`src/rtl/proc_mc_pkg.sv`:
```
// Shared definitions for the parametrised multicycle processor: opcodes,
// controller states and the register-index width helper.
package proc_mc_pkg;

    localparam logic [2:0] OP_MV   = 3'd0;
    localparam logic [2:0] OP_MVI  = 3'd1;
    localparam logic [2:0] OP_ADD  = 3'd2;
    localparam logic [2:0] OP_SUB  = 3'd3;
    localparam logic [2:0] OP_LD   = 3'd4;
    localparam logic [2:0] OP_ST   = 3'd5;
    localparam logic [2:0] OP_MVNZ = 3'd6;
    localparam logic [2:0] OP_AND  = 3'd7;

    typedef enum logic [2:0] {
        S_IDLE,
        S_FETCH,
        S_EX1,
        S_EX2,
        S_EX3
    } state_t;

    function automatic int reg_w(input int nreg);
        return $clog2(nreg);
    endfunction

endpackage

```
`src/rtl/proc_mc_core_regfile.sv`:
```
// General register file; the top register doubles as the program counter and
// has its own increment input, which a same-cycle write overrides.
module proc_regfile
    import proc_mc_pkg::*;
#(
    parameter  int DATA_W = 16,
    parameter  int NREG   = 8,
    localparam int REG_W  = reg_w(NREG)
) (
    input  logic              clock,
    input  logic              reset,
    input  logic              i_we,
    input  logic [REG_W-1:0]  i_waddr,
    input  logic [DATA_W-1:0] i_wdata,
    input  logic              i_pc_inc,
    input  logic [REG_W-1:0]  i_rx_addr,
    input  logic [REG_W-1:0]  i_ry_addr,
    output logic [DATA_W-1:0] o_rx_data,
    output logic [DATA_W-1:0] o_ry_data,
    output logic [DATA_W-1:0] o_pc
);

    logic [DATA_W-1:0] r_regs [NREG];

    always_ff @(posedge clock or negedge reset) begin
        if (!reset) begin
            for (int i = 0; i < NREG; i++) begin
                r_regs[i] <= '0;
            end
        end else begin
            if (i_pc_inc) begin
                r_regs[NREG-1] <= r_regs[NREG-1] + DATA_W'(1);
            end
            // Issued after the increment so a jump or immediate load of the PC wins.
            if (i_we) begin
                r_regs[i_waddr] <= i_wdata;
            end
        end
    end

    assign o_rx_data = r_regs[i_rx_addr];
    assign o_ry_data = r_regs[i_ry_addr];
    assign o_pc      = r_regs[NREG-1];

endmodule

```
`src/rtl/proc_mc_core.sv`:
```
// Run-driven multicycle processor that fetches its own instructions and data
// over a req/ack memory port; R[NREG-1] is the program counter.
module proc_mc_core
    import proc_mc_pkg::*;
#(
    parameter int DATA_W = 16,
    parameter int NREG   = 8,
    parameter int ADDR_W = 16
) (
    input  logic              clock,
    input  logic              reset,
    input  logic              run,
    output logic              mem_req,
    output logic              mem_we,
    output logic [ADDR_W-1:0] mem_addr,
    output logic [DATA_W-1:0] mem_wdata,
    input  logic              mem_ack,
    input  logic [DATA_W-1:0] mem_rdata,
    output logic              done,
    output logic              busy,
    output logic [DATA_W-1:0] pc_dbg
);

    localparam int REG_W = reg_w(NREG);
    localparam int IR_W  = 3 + 2 * REG_W;

    state_t            r_state;
    state_t            w_next;
    logic [IR_W-1:0]   r_ir;
    logic [DATA_W-1:0] r_a;
    logic [DATA_W-1:0] r_g;
    logic [DATA_W-1:0] r_mar;
    logic              r_z;
    logic              r_done;

    logic [2:0]        w_op;
    logic [REG_W-1:0]  w_rx;
    logic [REG_W-1:0]  w_ry;
    logic [DATA_W-1:0] w_rx_data;
    logic [DATA_W-1:0] w_ry_data;
    logic [DATA_W-1:0] w_pc;
    logic [DATA_W-1:0] w_alu;

    logic              w_req;
    logic              w_we;
    logic [DATA_W-1:0] w_addr;
    logic [DATA_W-1:0] w_wdata;
    logic              w_rf_we;
    logic [DATA_W-1:0] w_rf_wdata;
    logic              w_pc_inc;
    logic              w_retire;
    logic              w_ir_ld;
    logic              w_a_ld;
    logic              w_g_ld;
    logic              w_mar_ld;

    function automatic logic [DATA_W-1:0] alu(input logic [2:0]        op,
                                              input logic [DATA_W-1:0] a,
                                              input logic [DATA_W-1:0] b);
        case (op)
            OP_SUB:  return a - b;
            OP_AND:  return a & b;
            default: return a + b;
        endcase
    endfunction

    assign w_op  = r_ir[IR_W-1 -: 3];
    assign w_rx  = r_ir[2*REG_W-1 -: REG_W];
    assign w_ry  = r_ir[REG_W-1:0];
    assign w_alu = alu(w_op, r_a, w_ry_data);

    proc_regfile #(
        .DATA_W (DATA_W),
        .NREG   (NREG)
    ) u_rf (
        .clock     (clock),
        .reset     (reset),
        .i_we      (w_rf_we),
        .i_waddr   (w_rx),
        .i_wdata   (w_rf_wdata),
        .i_pc_inc  (w_pc_inc),
        .i_rx_addr (w_rx),
        .i_ry_addr (w_ry),
        .o_rx_data (w_rx_data),
        .o_ry_data (w_ry_data),
        .o_pc      (w_pc)
    );

    always_comb begin
        w_next     = r_state;
        w_req      = 1'b0;
        w_we       = 1'b0;
        w_addr     = '0;
        w_wdata    = '0;
        w_rf_we    = 1'b0;
        w_rf_wdata = w_ry_data;
        w_pc_inc   = 1'b0;
        w_retire   = 1'b0;
        w_ir_ld    = 1'b0;
        w_a_ld     = 1'b0;
        w_g_ld     = 1'b0;
        w_mar_ld   = 1'b0;

        unique case (r_state)
            S_IDLE: begin
                if (run) begin
                    w_next = S_FETCH;
                end
            end
            S_FETCH: begin
                w_req  = 1'b1;
                w_addr = w_pc;
                if (mem_ack) begin
                    w_ir_ld  = 1'b1;
                    w_pc_inc = 1'b1;
                    w_next   = S_EX1;
                end
            end
            S_EX1: begin
                case (w_op)
                    OP_MV: begin
                        w_rf_we  = 1'b1;
                        w_retire = 1'b1;
                    end
                    OP_MVNZ: begin
                        w_rf_we  = !r_z;
                        w_retire = 1'b1;
                    end
                    OP_ST: begin
                        w_req    = 1'b1;
                        w_we     = 1'b1;
                        w_addr   = w_ry_data;
                        w_wdata  = w_rx_data;
                        w_retire = mem_ack;
                    end
                    // Reads latch their address first so the bus address comes from a register.
                    OP_MVI, OP_LD: begin
                        w_mar_ld = 1'b1;
                        w_next   = S_EX2;
                    end
                    default: begin
                        w_a_ld = 1'b1;
                        w_next = S_EX2;
                    end
                endcase
            end
            S_EX2: begin
                case (w_op)
                    OP_MVI, OP_LD: begin
                        w_req  = 1'b1;
                        w_addr = r_mar;
                        if (mem_ack) begin
                            w_rf_we    = 1'b1;
                            w_rf_wdata = mem_rdata;
                            w_pc_inc   = (w_op == OP_MVI);
                            w_retire   = 1'b1;
                        end
                    end
                    OP_ADD, OP_SUB, OP_AND: begin
                        w_g_ld = 1'b1;
                        w_next = S_EX3;
                    end
                    default: begin
                        w_next = S_IDLE;
                    end
                endcase
            end
            S_EX3: begin
                w_rf_we    = 1'b1;
                w_rf_wdata = r_g;
                w_retire   = 1'b1;
            end
            default: begin
                w_next = S_IDLE;
            end
        endcase

        if (w_retire) begin
            w_next = run ? S_FETCH : S_IDLE;
        end
    end

    always_ff @(posedge clock or negedge reset) begin
        if (!reset) begin
            r_state <= S_IDLE;
            r_ir    <= '0;
            r_a     <= '0;
            r_g     <= '0;
            r_mar   <= '0;
            r_z     <= 1'b0;
            r_done  <= 1'b0;
        end else begin
            r_state <= w_next;
            r_done  <= w_retire;
            if (w_ir_ld) begin
                r_ir <= mem_rdata[IR_W-1:0];
            end
            if (w_a_ld) begin
                r_a <= w_rx_data;
            end
            if (w_g_ld) begin
                r_g <= w_alu;
                r_z <= (w_alu == '0);
            end
            if (w_mar_ld) begin
                r_mar <= (w_op == OP_MVI) ? w_pc : w_ry_data;
            end
        end
    end

    if (ADDR_W <= DATA_W) begin : g_addr_trunc
        assign mem_addr = w_addr[ADDR_W-1:0];
    end else begin : g_addr_ext
        assign mem_addr = {{(ADDR_W-DATA_W){1'b0}}, w_addr};
    end

    assign mem_req   = w_req;
    assign mem_we    = w_we;
    assign mem_wdata = w_wdata;
    assign done      = r_done;
    assign busy      = (r_state != S_IDLE);
    assign pc_dbg    = w_pc;

endmodule
```
`config.mk`:
```
export PLATFORM = sky130hd
export DESIGN_NAME = proc_mc_core
export DESIGN_NICKNAME = d
export VERILOG_FILES = /design/src/rtl/proc_mc_pkg.sv /design/src/rtl/proc_mc_core_regfile.sv /design/src/rtl/proc_mc_core.sv
export SDC_FILE = /design/constraint.sdc
export NUM_CORES = 1
export LEC_CHECK = 0
export CAP_MARGIN = 10
export CORE_MARGIN = 2
export CORE_UTILIZATION = 51
export DETAILED_ROUTE_END_ITERATION = 8
export GPL_ROUTABILITY_DRIVEN = 0
export PLACE_DENSITY_LB_ADDON = 0.1
export SYNTH_ARGS = -nofsm -noshare
export SYNTH_HDL_FRONTEND = slang
export SYNTH_SLANG_ARGS = --single-unit
```
`constraint.sdc`:
```
create_clock -name clock -period 5.4 [get_ports clock]
set_clock_uncertainty 0.2 [all_clocks]
set_input_delay 1.08 -clock clock [delete_from_list [all_inputs] [get_ports clock]]
set_output_delay 1.08 -clock clock [all_outputs]
set_load 0.02 [all_outputs]
```
Yosys cells after proc, flatten, opt, wreduce, memory -nomap -nowiden
Index checks and enable logic that the tools add are counted.
Widths: inputs -> output; s select.
{"block": "totals", "register_bits": 190, "inputBits": 20}
{"block": "op_classes", "addsub": 3, "order_cmp": 3, "n_eq_ne": 16, "muxes": 47, "bitwise_logic": 3, "n_reduce_logical": 12}
{"cell": "$mux 16", "n": 14}
{"cell": "$bwmux 128", "n": 1}
{"cell": "$bmux 16 s3", "n": 2}
{"cell": "$pmux 16 s2", "n": 2}
{"cell": "$demux 16 s3", "n": 1}
{"cell": "$pmux 16 s3", "n": 1}
{"cell": "$add 16x1->16 const B", "n": 1}
{"cell": "$add 16x16->16", "n": 1}
{"cell": "$and 16x16->16", "n": 1}
{"cell": "$logic_not 16->1", "n": 1}
{"cell": "$sub 16x16->16", "n": 1}
{"cell": "$eq 3x3->1 const B", "n": 5}
{"cell": "$pmux 3 s5", "n": 1}
{"cell": "$mux 1", "n": 14}
{"cell": "$eq 3x2->1 const B", "n": 4}
{"cell": "$mux 3", "n": 4}
{"cell": "$ne 3x3->1 const B", "n": 4}
{"cell": "$pmux 1 s3", "n": 3}
{"cell": "$ge 4x4->1 const B", "n": 2}
{"cell": "$not 3->4", "n": 2}
{"cell": "$eq 3x1->1 const B", "n": 2}
{"cell": "$logic_not 3->1", "n": 2}
{"cell": "$pmux 1 s2", "n": 3}
{"cell": "$pmux 3 s2", "n": 1}
{"cell": "9 further kinds", "n": 11}

Logic depth before layout (Yosys ltp)
Gate-level depths: netlist of the first run.
{"block": "depth", "word_depth": 9, "depth_mapped": 21}

Modules after synthesis
From an unflattened synthesis of the first run, not the netlist that was laid out.
{"block": "hier_totals", "cells_unflattened": 1073, "hier_area_um2": 11956.5}
{"mod": "proc_regfile", "n_inst": 1, "cells_per_inst": 476, "area_each_um2": 7101.8, "seq_area_each_um2": 3203.1}
{"mod": "proc_mc_core", "n_inst": 1, "cells_per_inst": 597, "area_each_um2": 4854.7, "seq_area_each_um2": 1551.5}

Least setup slack after synthesis of the first run
OpenSTA, ideal clock, no wires.
{"block": "synth_timing", "path_kind": "flip-flop to flip-flop", "start": "reg r_ir[1]", "end": "reg r_z", "setup_time_ps": 66, "arrival_time_ps": 4226, "required_time_ps": 5134, "slack_ps": 909, "stages_incl_launch_ff": 18, "path_buffers": 1, "path_cell_list": "dfrtp_1 buf_6 mux4_2 mux2i_1 ha_1 and3_1 nor2_1 xnor2_1 ha_1 a21o_1 a221oi_1 o21ai_0 a2111oi_0 o22ai_1 a21oi_1 nand2_1 nor4_2 a22o_1"}
{"block": "synth_via", "elab_chain_cells": 7, "word_cells_on_any_way": 9}
{"element": "start, declared", "line_no": "proc_mc_core.sv:29", "rtl": "logic [IR_W-1:0] r_ir;"}
{"element": "start signal, assigned", "line_no": "proc_mc_core.sv:196", "rtl": "r_ir <= mem_rdata[IR_W-1:0];"}
{"element": "$not 3->4 (not written as such) *", "line_no": "proc_mc_core_regfile.sv:42", "rtl": "assign o_ry_data = r_regs[i_ry_addr];"}
{"element": "$bmux 16 s3 *", "line_no": "proc_mc_core_regfile.sv:42"}
{"element": "$mux 16 (not written as such) * (2 in a row)", "line_no": "proc_mc_core_regfile.sv:42"}
{"element": "$add 16x16->16, or another cell as far along", "line_no": "proc_mc_core.sv:63", "rtl": "default: return a + b;"}
{"element": "$pmux 16 s2 *", "line_no": "proc_mc_core.sv:60", "rtl": "case (op)"}
{"element": "$logic_not 16->1 *", "line_no": "proc_mc_core.sv:203", "rtl": "r_z <= (w_alu == '0);"}
{"element": "end signal, assigned", "line_no": "proc_mc_core.sv:203"}
{"element": "end, declared", "line_no": "proc_mc_core.sv:33", "rtl": "logic r_z;"}
Every way passes the cells marked *; elsewhere a longest branch is shown, timed or not. The select of a mux whose other input is x is not followed.
A chain may end at the register's enable or synchronous reset.

Worst setup path after layout of the first run
{"block": "layout_timing", "start": "reg r_ir[0]", "end": "out mem_addr[13]"}
{"block": "layout_via", "elab_chain_cells": 6}
{"element": "$not 3->4 (not written as such)", "line_no": "proc_mc_core_regfile.sv:42"}
{"element": "$bmux 16 s3", "line_no": "proc_mc_core_regfile.sv:42"}
{"element": "$mux 16 (not written as such) (2 in a row)", "line_no": "proc_mc_core_regfile.sv:42"}
{"element": "$mux 16", "line_no": "proc_mc_core.sv:120", "rtl": "case (w_op)"}
{"element": "$pmux 16 s3", "line_no": "proc_mc_core.sv:104", "rtl": "unique case (r_state)"}
{"element": "end, declared", "line_no": "proc_mc_core.sv:15", "rtl": "output logic [ADDR_W-1:0] mem_addr,"}
No other way between the ends. The select of a mux whose other input is x is not followed.

==> results of run 1 <==
==> path summary, 6_finish.rpt <==
| check | startpoint | end | slack (ns) |
|---|---|---|---|
| setup / recovery | r_ir[0]$_DFFE_PN0P_ | mem_addr[13] | 0.28 |
| hold / removal | r_mar[10]$_DFFE_PN0P_ | r_mar[10]$_DFFE_PN0P_ | 0.29 |
| setup reg to reg | r_ir[1]$_DFFE_PN0P_ | r_z$_DFFE_PN0P_ | 0.35 |
| hold reg to reg | r_mar[10]$_DFFE_PN0P_ | r_mar[10]$_DFFE_PN0P_ | 0.29 |
| max in group asynchronous | reset | u_rf.r_regs[31]$_DFFE_PN0P_ | 3.47 |
| min in group asynchronous | reset | r_mar[6]$_DFFE_PN0P_ | 0.54 |
==> area by class of cell <==
| cell class | instances | share of cell area, % |
|---|---|---|
| Clock buffer | 19 | 3.47 |
| Clock inverter | 13 | 1.11 |
| Inverter | 11 | 0.317 |
| Multi-Input combinational cell | 921 | 46.8 |
| Sequential cell | 190 | 36.5 |
| Tap cell | 280 | 2.69 |
| Timing Repair Buffer | 132 | 9.14 |
==> cells in the mapped netlist (all sizes together), types with 8 or more instances <==
master,instances,area share (%)
nor2b,16,0.88
buf,37,2.3
xnor2,19,1.5
a22oi,47,3.1
mux2,22,2.2
nor2,200,6.6
nand4,10,0.66
o22ai,10,0.55
dfrtp,190,42
a22o,19,1.5
a221oi,35,2.9
nand2,83,2.7
mux4,25,5.2
ha,18,2.0
and3,23,1.3
clkbuf,74,2.4
a21oi,166,7.3
inv,11,0.36
mux2i,21,2.5
xor2,18,1.4
and2,8,0.45
nand3,10,0.44
o21ai,81,3.6
==> worst register-to-register path, cell delays in order (launching register included) <==
cell and delay, ns:
dfrtp_2 0.53, mux4_1 0.60, mux2i_1 0.36, ha_1 0.26
and3_1 0.26, nor2_1 0.08, xnor2_1 0.14, ha_1 0.35
a21o_1 0.24, a221oi_1 0.55, o21ai_0 0.22, a2111oi_0 0.44
o22ai_1 0.14, a21oi_1 0.17, nand2_1 0.09, nor4_2 0.20
a22o_1 0.16
==> layout by cell type, fill, tap and decap left out, drive strengths merged, types with 6 or more instances in the layout <==
cell type	Yosys	layout
nand4	10	10
xnor2	19	19
a31oi	6	6
or3	6	6
nor4	6	6
o21ai	81	81
nor3b	6	6
a22o	19	19
nor2	200	200
and3	23	23
buf	37	61
and2	8	8
nor2b	16	16
a21oi	166	166
a221oi	35	35
clkinv	0	6
clkdlybuf4s50	0	70
mux2i	21	21
ha	18	18
nand2	83	83
nor3	7	7
nand3b	6	6
a22oi	47	47
mux4	25	25
dfrtp	190	190
mux2	22	22
nand2b	6	6
inv	11	17
xor2	18	18
o22ai	10	10
nand3	10	10
clkbuf	74	20
==> sequential cells by signal, summed over array words and instances, names as in the netlist <==
register and flops:
u_rf.r_regs 112, r_a 16, r_g 16, r_mar 16
u_rf.o_pc 16, r_ir 9, r_state 3, done 1
r_z 1
==> cells by family after synthesis <==
| family | Yosys count | synth area share [%] |
|---|---|---|
| compound gates | 399 | 21.8 |
| simple gates | 397 | 16.1 |
| flops | 190 | 41.8 |
| buf+inv | 122 | 5.08 |
| mux | 68 | 9.97 |
| xor+xnor | 38 | 3.05 |
| fa+ha+maj | 19 | 2.16 |
==> layer usage <==
| layer | global-route usage [%] | up-vias |
|---|---|---|
| met5 | 0 | - |
| li1 | - | 4549 |
| met1 | 43.8 | 4831 |
| met4 | 9.92 | 0 |
| met3 | 6.72 | 51 |
| met2 | 50.1 | 491 |
==> through the flow <==
| step | utilization, % | setup WS, ns | instances |
|---|---|---|---|
| 3_5_place_dp | 56.9 | 0.234 | 1533 |
| 4_1_cts | 59.7 | 0.217 | 1565 |
| 6_report | 59.8 | 0.281 | 1566 |
| 2_1_floorplan | - | 0.909 | 1233 |
| 5_1_grt | 59.8 | 0.0336 | 1566 |
| 3_3_place_gp | 56.9 | 0.325 | 1533 |
==> impl_metrics.py, run 1 <==
metrics = {
    "die": {
        "die_area_sq_mm": 0.0235,
        "die_w_microns": 153,
        "core_sq_mm": 0.0218,
        "boundaryPins": 72,
        "die_h_microns": 153,
        "start_util_pct": 52.1,
        "fp-row-count": 54,
    },
    "detailed_routing": {
        "via_per_inst": 6.34,
        "wl_met2_microns": 17200,
        "firstDrtPassIters": 5,
        "dr_total_vias": 9922,
        "ant_nets": 0,
        "wl_microns": 37000,
        "wl_met3_microns": 3220,
        "drt_iter0_markers": 958,
        "avgRoutedWirePerCell_microns": 23.6,
        "met1_length_microns": 15700,
        "top_layer_used": "met4",
        "drt_drc_violations_left": 0,
    },
    "sta": {
        "whs_ns": 0.287,
        "max_slew_margin_pct": 15.7,
        "maxSlewViolCount": 0,
        "rsz0062_at_grt": "no",
        "clock.fmax_mhz": 195,
        "fin_tns_setup_ns": 0,
        "worst_slew_pin_slew_ns": 1.26,
        "fin_crit_sh_pct": 94.8,
        "setup_viol": 0,
        "post-route-min-period_ns": 5.12,
        "finalHoldViolations": 0,
    },
    "worst_setup_path": {
        "cpPeakStageDelay_ns": 0.73,
        "startpoint_type": "flip-flop",
        "required_ns": 4.12,
        "critical_path_depth": 5,
        "reg2regPathDepth": 16,
        "path_max_fanout": 11,
        "crit_buf_inv": 2,
        "cpLargestDelayFamily": "multiplexers",
        "crit_type": "reg2out",
        "worstPathArrival_ns": 3.84,
        "path_cells": "buf_4 -> mux4_2 -> mux2i_1 -> o21ai_0 -> clkdlybuf4s50_1",
        "cp_slowest_cell": "mux2i_1",
        "end_kind": "output port",
    },
    "clocking": {
        "tritoncts": "yes",
        "ctsResizeCount": 0,
        "postCtsHoldBufs": 0,
        "clkSinkCount": 190,
        "clk_pin_slew_ns": 0.08,
        "cts_root_buffer": "clkbuf_16",
        "htreeDepth": 4,
        "clock_path_buffers": 2,
        "worstSkewPairLatency_ns": 0.45,
        "postCtsSetupBuffers": 0,
        "cts_inserted_buffers": 17,
    },
    "synth": {
        "synth-edff-count": 0,
        "postSynthAreaPerCell_sq_um": 9.22,
        "ys_async_sr_fraction_pct": 100,
        "seq_area_frac_synth_pct": 41.8,
        "ys_ff_latch": 190,
        "ys_types": 71,
        "syn_nets": 1272,
        "synthCells": 1233,
        "ys.flop_type": "dfrtp_1",
        "yosysWarnings": 0,
        "syn_area_sq_mm": 0.0114,
    },
    "global_routing": {
        "grt_pass1_vias": 9519,
        "grt_max_degree": 112,
        "grt_use_total_pct": 31.6,
        "gr-total-overflow": 0,
        "grt_first_pass_wirelength_microns": 56900,
        "antenna_found_initial": 1,
    },
    "finish": {
        "antenna_cells": 0,
        "fillers": 1935,
        "multi_input_area_sq_mm": 0.00610,
        "layout-drive-gt1-share_pct": 12.9,
        "layout.nets": 1312,
        "ff_latch_area_sq_mm": 0.00476,
        "syn2layout_area_growth_pct": 14.7,
        "stdcell_area_sq_mm": 0.0130,
    },
    "run": {
        "cap_violations": 0,
    },
    "outcome": {
        "status": "complete, no violations",
    },
    "placement": {
        "portBuffers": 71,
        "hpwl_microns": 25800,
        "place_area_sq_mm": 0.0124,
    },
    "hold_path": {
        "hp-class": "reg2reg",
        "holdPathStages": 2,
    },
}
Power of run 1 is not shown: default switching activity piles up to over one toggle a cycle in this logic, so the estimate is an artifact.
==> inputs of run 2 (changes only) <==
--- a/config.mk
+++ b/config.mk
@@ -8,8 +8,10 @@
 export CAP_MARGIN = 10
 export CORE_MARGIN = 2
 export CORE_UTILIZATION = 51
+export CTS_CLUSTER_SIZE = 24
 export DETAILED_ROUTE_END_ITERATION = 8
 export GPL_ROUTABILITY_DRIVEN = 0
+export HOLD_SLACK_MARGIN = 0.1
 export PLACE_DENSITY_LB_ADDON = 0.1
 export SYNTH_ARGS = -nofsm -noshare
 export SYNTH_HDL_FRONTEND = slang
==> results of run 2 <==
Same layout as run 1: the final DEF is identical, and so are final timing and power.
Power of run 2 is left out for the same reason.
==> inputs of run 3 (changes only) <==
--- a/config.mk
+++ b/config.mk
@@ -10,6 +10,7 @@
 export CORE_UTILIZATION = 51
 export CTS_CLUSTER_SIZE = 24
 export DETAILED_ROUTE_END_ITERATION = 8
+export DONT_BUFFER_PORTS = 1
 export GPL_ROUTABILITY_DRIVEN = 0
 export HOLD_SLACK_MARGIN = 0.1
 export PLACE_DENSITY_LB_ADDON = 0.1
==> constraint.sdc (replaced) <==
create_clock -name clock -period 6.55 [get_ports clock]
set_clock_uncertainty 0.2 [all_clocks]
set_input_delay 1.31 -clock clock [delete_from_list [all_inputs] [get_ports clock]]
set_output_delay 1.31 -clock clock [all_outputs]
set_load 0.02 [all_outputs]
==> run 3 against run 2 <==
Design area fell by 7.0%. Global-route usage fell by 0.11 points. First-iteration DRC count fell by 4.1%. Cell count fell by 6.2%. Worst hold slack improved by 0.00057 ns. Via count fell by 3.3%. Clock-buffer cell count fell by 2. Utilization fell by 4.2 points. Critical path type is now reg2reg. Largest cell class unchanged. Highest routed layer unchanged.
==> impl_metrics.py, run 3 (same netlist as run 1, synthesis figures left out) <==
metrics = {
    "outcome": {
        "status": "complete, no violations",
    },
    "worst_setup_path": {
        "reg2reg_from": "r_ir[1]$_DFFE_PN0P_",
        "path_max_fanout": 16,
        "required_ns": 6.73,
        "reg2regPathDepth": 17,
        "crit_type": "reg2reg",
        "r2r-end": "r_z$_DFFE_PN0P_",
        "worstPathArrival_ns": 5.69,
        "end_kind": "flip-flop",
        "startpoint_type": "flip-flop",
        "ff2ff_setup_slack_ns": 1.04,
    },
    "detailed_routing": {
        "avgRoutedWirePerCell_microns": 24.8,
        "firstDrtPassIters": 5,
        "dr_total_vias": 9591,
        "drt_iter0_markers": 919,
        "drt_drc_violations_left": 0,
        "ant_nets": 0,
        "via_per_inst": 6.53,
        "wl_microns": 36500,
    },
    "die": {
        "die_area_sq_mm": 0.0235,
        "core_sq_mm": 0.0218,
        "die_w_microns": 153,
        "fp-row-count": 54,
        "die_h_microns": 153,
        "boundaryPins": 72,
        "start_util_pct": 52.1,
    },
    "clocking": {
        "postCtsSetupBuffers": 0,
        "clock_path_buffers": 2,
        "cts_root_buffer": "clkbuf_16",
        "clkSinkCount": 190,
        "clk_pin_slew_ns": 0.08,
        "tritoncts": "yes",
        "ctsResizeCount": 0,
        "htreeDepth": 4,
        "cts_inserted_buffers": 17,
        "worstSkewPairLatency_ns": 0.44,
        "postCtsHoldBufs": 0,
    },
    "hold_path": {
        "holdPathStages": 2,
        "hold_path_end": "r_mar[12]$_DFFE_PN0P_",
        "hp-start": "r_mar[12]$_DFFE_PN0P_",
        "hp-class": "reg2reg",
    },
    "sta": {
        "rsz0062_at_grt": "no",
        "setup_viol": 0,
        "fin_tns_setup_ns": 0,
        "maxSlewViolCount": 0,
        "clock.fmax_mhz": 181,
        "post-route-min-period_ns": 5.51,
        "worst_slew_pin_slew_ns": 1.35,
        "fin_crit_sh_pct": 84.1,
        "max_slew_margin_pct": 9.67,
        "finalHoldViolations": 0,
    },
    "global_routing": {
        "gr-total-overflow": 0,
        "grt_pass1_vias": 9213,
        "antenna_found_initial": 0,
        "grt_use_total_pct": 31.5,
        "grt_max_degree": 191,
        "grt_first_pass_wirelength_microns": 56000,
    },
    "finish": {
        "final_common_cell": "nor2_1",
        "multi_input_area_sq_mm": 0.00612,
        "ff_latch_area_sq_mm": 0.00476,
        "layout.nets": 1215,
        "largest_register_ffs": 112,
        "final_cell_mix": "nor2_1 (198), dfrtp_1 (189), a21oi_1 (166)",
        "fillers": 2041,
        "largest-register": "u_rf.r_regs",
        "layout-drive-gt1-share_pct": 11.7,
        "antenna_cells": 0,
        "syn2layout_area_growth_pct": 6.63,
    },
    "placement": {
        "portBuffers": 0,
        "hpwl_microns": 25100,
    },
    "run": {
        "cap_violations": 0,
    },
}
-- run 3: worst max-delay path by stage --
stage                              startpoint              end  slack (ns)
after floorplan           r_ir[1]$_DFFE_PN0P_  r_z$_DFFE_PN0P_        2.06
final                     r_ir[1]$_DFFE_PN0P_  r_z$_DFFE_PN0P_        1.04
after detailed placement  r_ir[1]$_DFFE_PN0P_  r_z$_DFFE_PN0P_        1.17
after CTS                 r_ir[1]$_DFFE_PN0P_  r_z$_DFFE_PN0P_        1.15
after global placement    r_ir[1]$_DFFE_PN0P_  r_z$_DFFE_PN0P_        1.25
after global routing      r_ir[1]$_DFFE_PN0P_  r_z$_DFFE_PN0P_        0.75
-- run 3: worst max-delay path, cell delays in order, from the launching register on --
cell and delay (ns):
dfrtp_1 0.35, buf_4 0.31, mux4_1 0.59, mux2i_1 0.53, ha_1 0.31, and3_1 0.24, nor2_1 0.07, xnor2_1 0.14
ha_1 0.35, a21o_1 0.23, a221oi_1 0.61, o21ai_0 0.24, a2111oi_0 0.46, o22ai_1 0.15, a21oi_1 0.20, nand2_1 0.10
nor4_2 0.21, a22o_1 0.17
-- run 3: final cells by class --
type,count,area share [%]
well taps,280,2.89
multi-input cells,921,50.5
repair buffers,35,2.17
inverters,11,0.341
clock inverters,15,1.39
flip-flops and latches,190,39.2
clock buffers,17,3.51
-- run 3: per-stage QoR --
step	cell area (sq um)	worst slack, ns	std cells	utilization [%]	hold WS (ns)
5_1_grt	12100	0.748	1469	55.5	0.319
3_5_place_dp	11500	1.17	1436	52.8	0.271
4_1_cts	12100	1.15	1468	55.5	0.287
3_3_place_gp	11500	1.25	1436	52.8	0.262
6_report	12100	1.04	1469	55.5	0.287
2_1_floorplan	11400	2.06	1233	-	0.250
-- run 3: layer usage --
metal | GRT usage (%) | up-vias | part of all wire, %
met5 | 0 | - | 0
met4 | 15.3 | 0 | 4.8
met3 | 6.44 | 91 | 7.5
met2 | 48.5 | 393 | 45
met1 | 42.7 | 4752 | 42
li1 | - | 4355 | -
Power of run 3 is left out for the same reason.
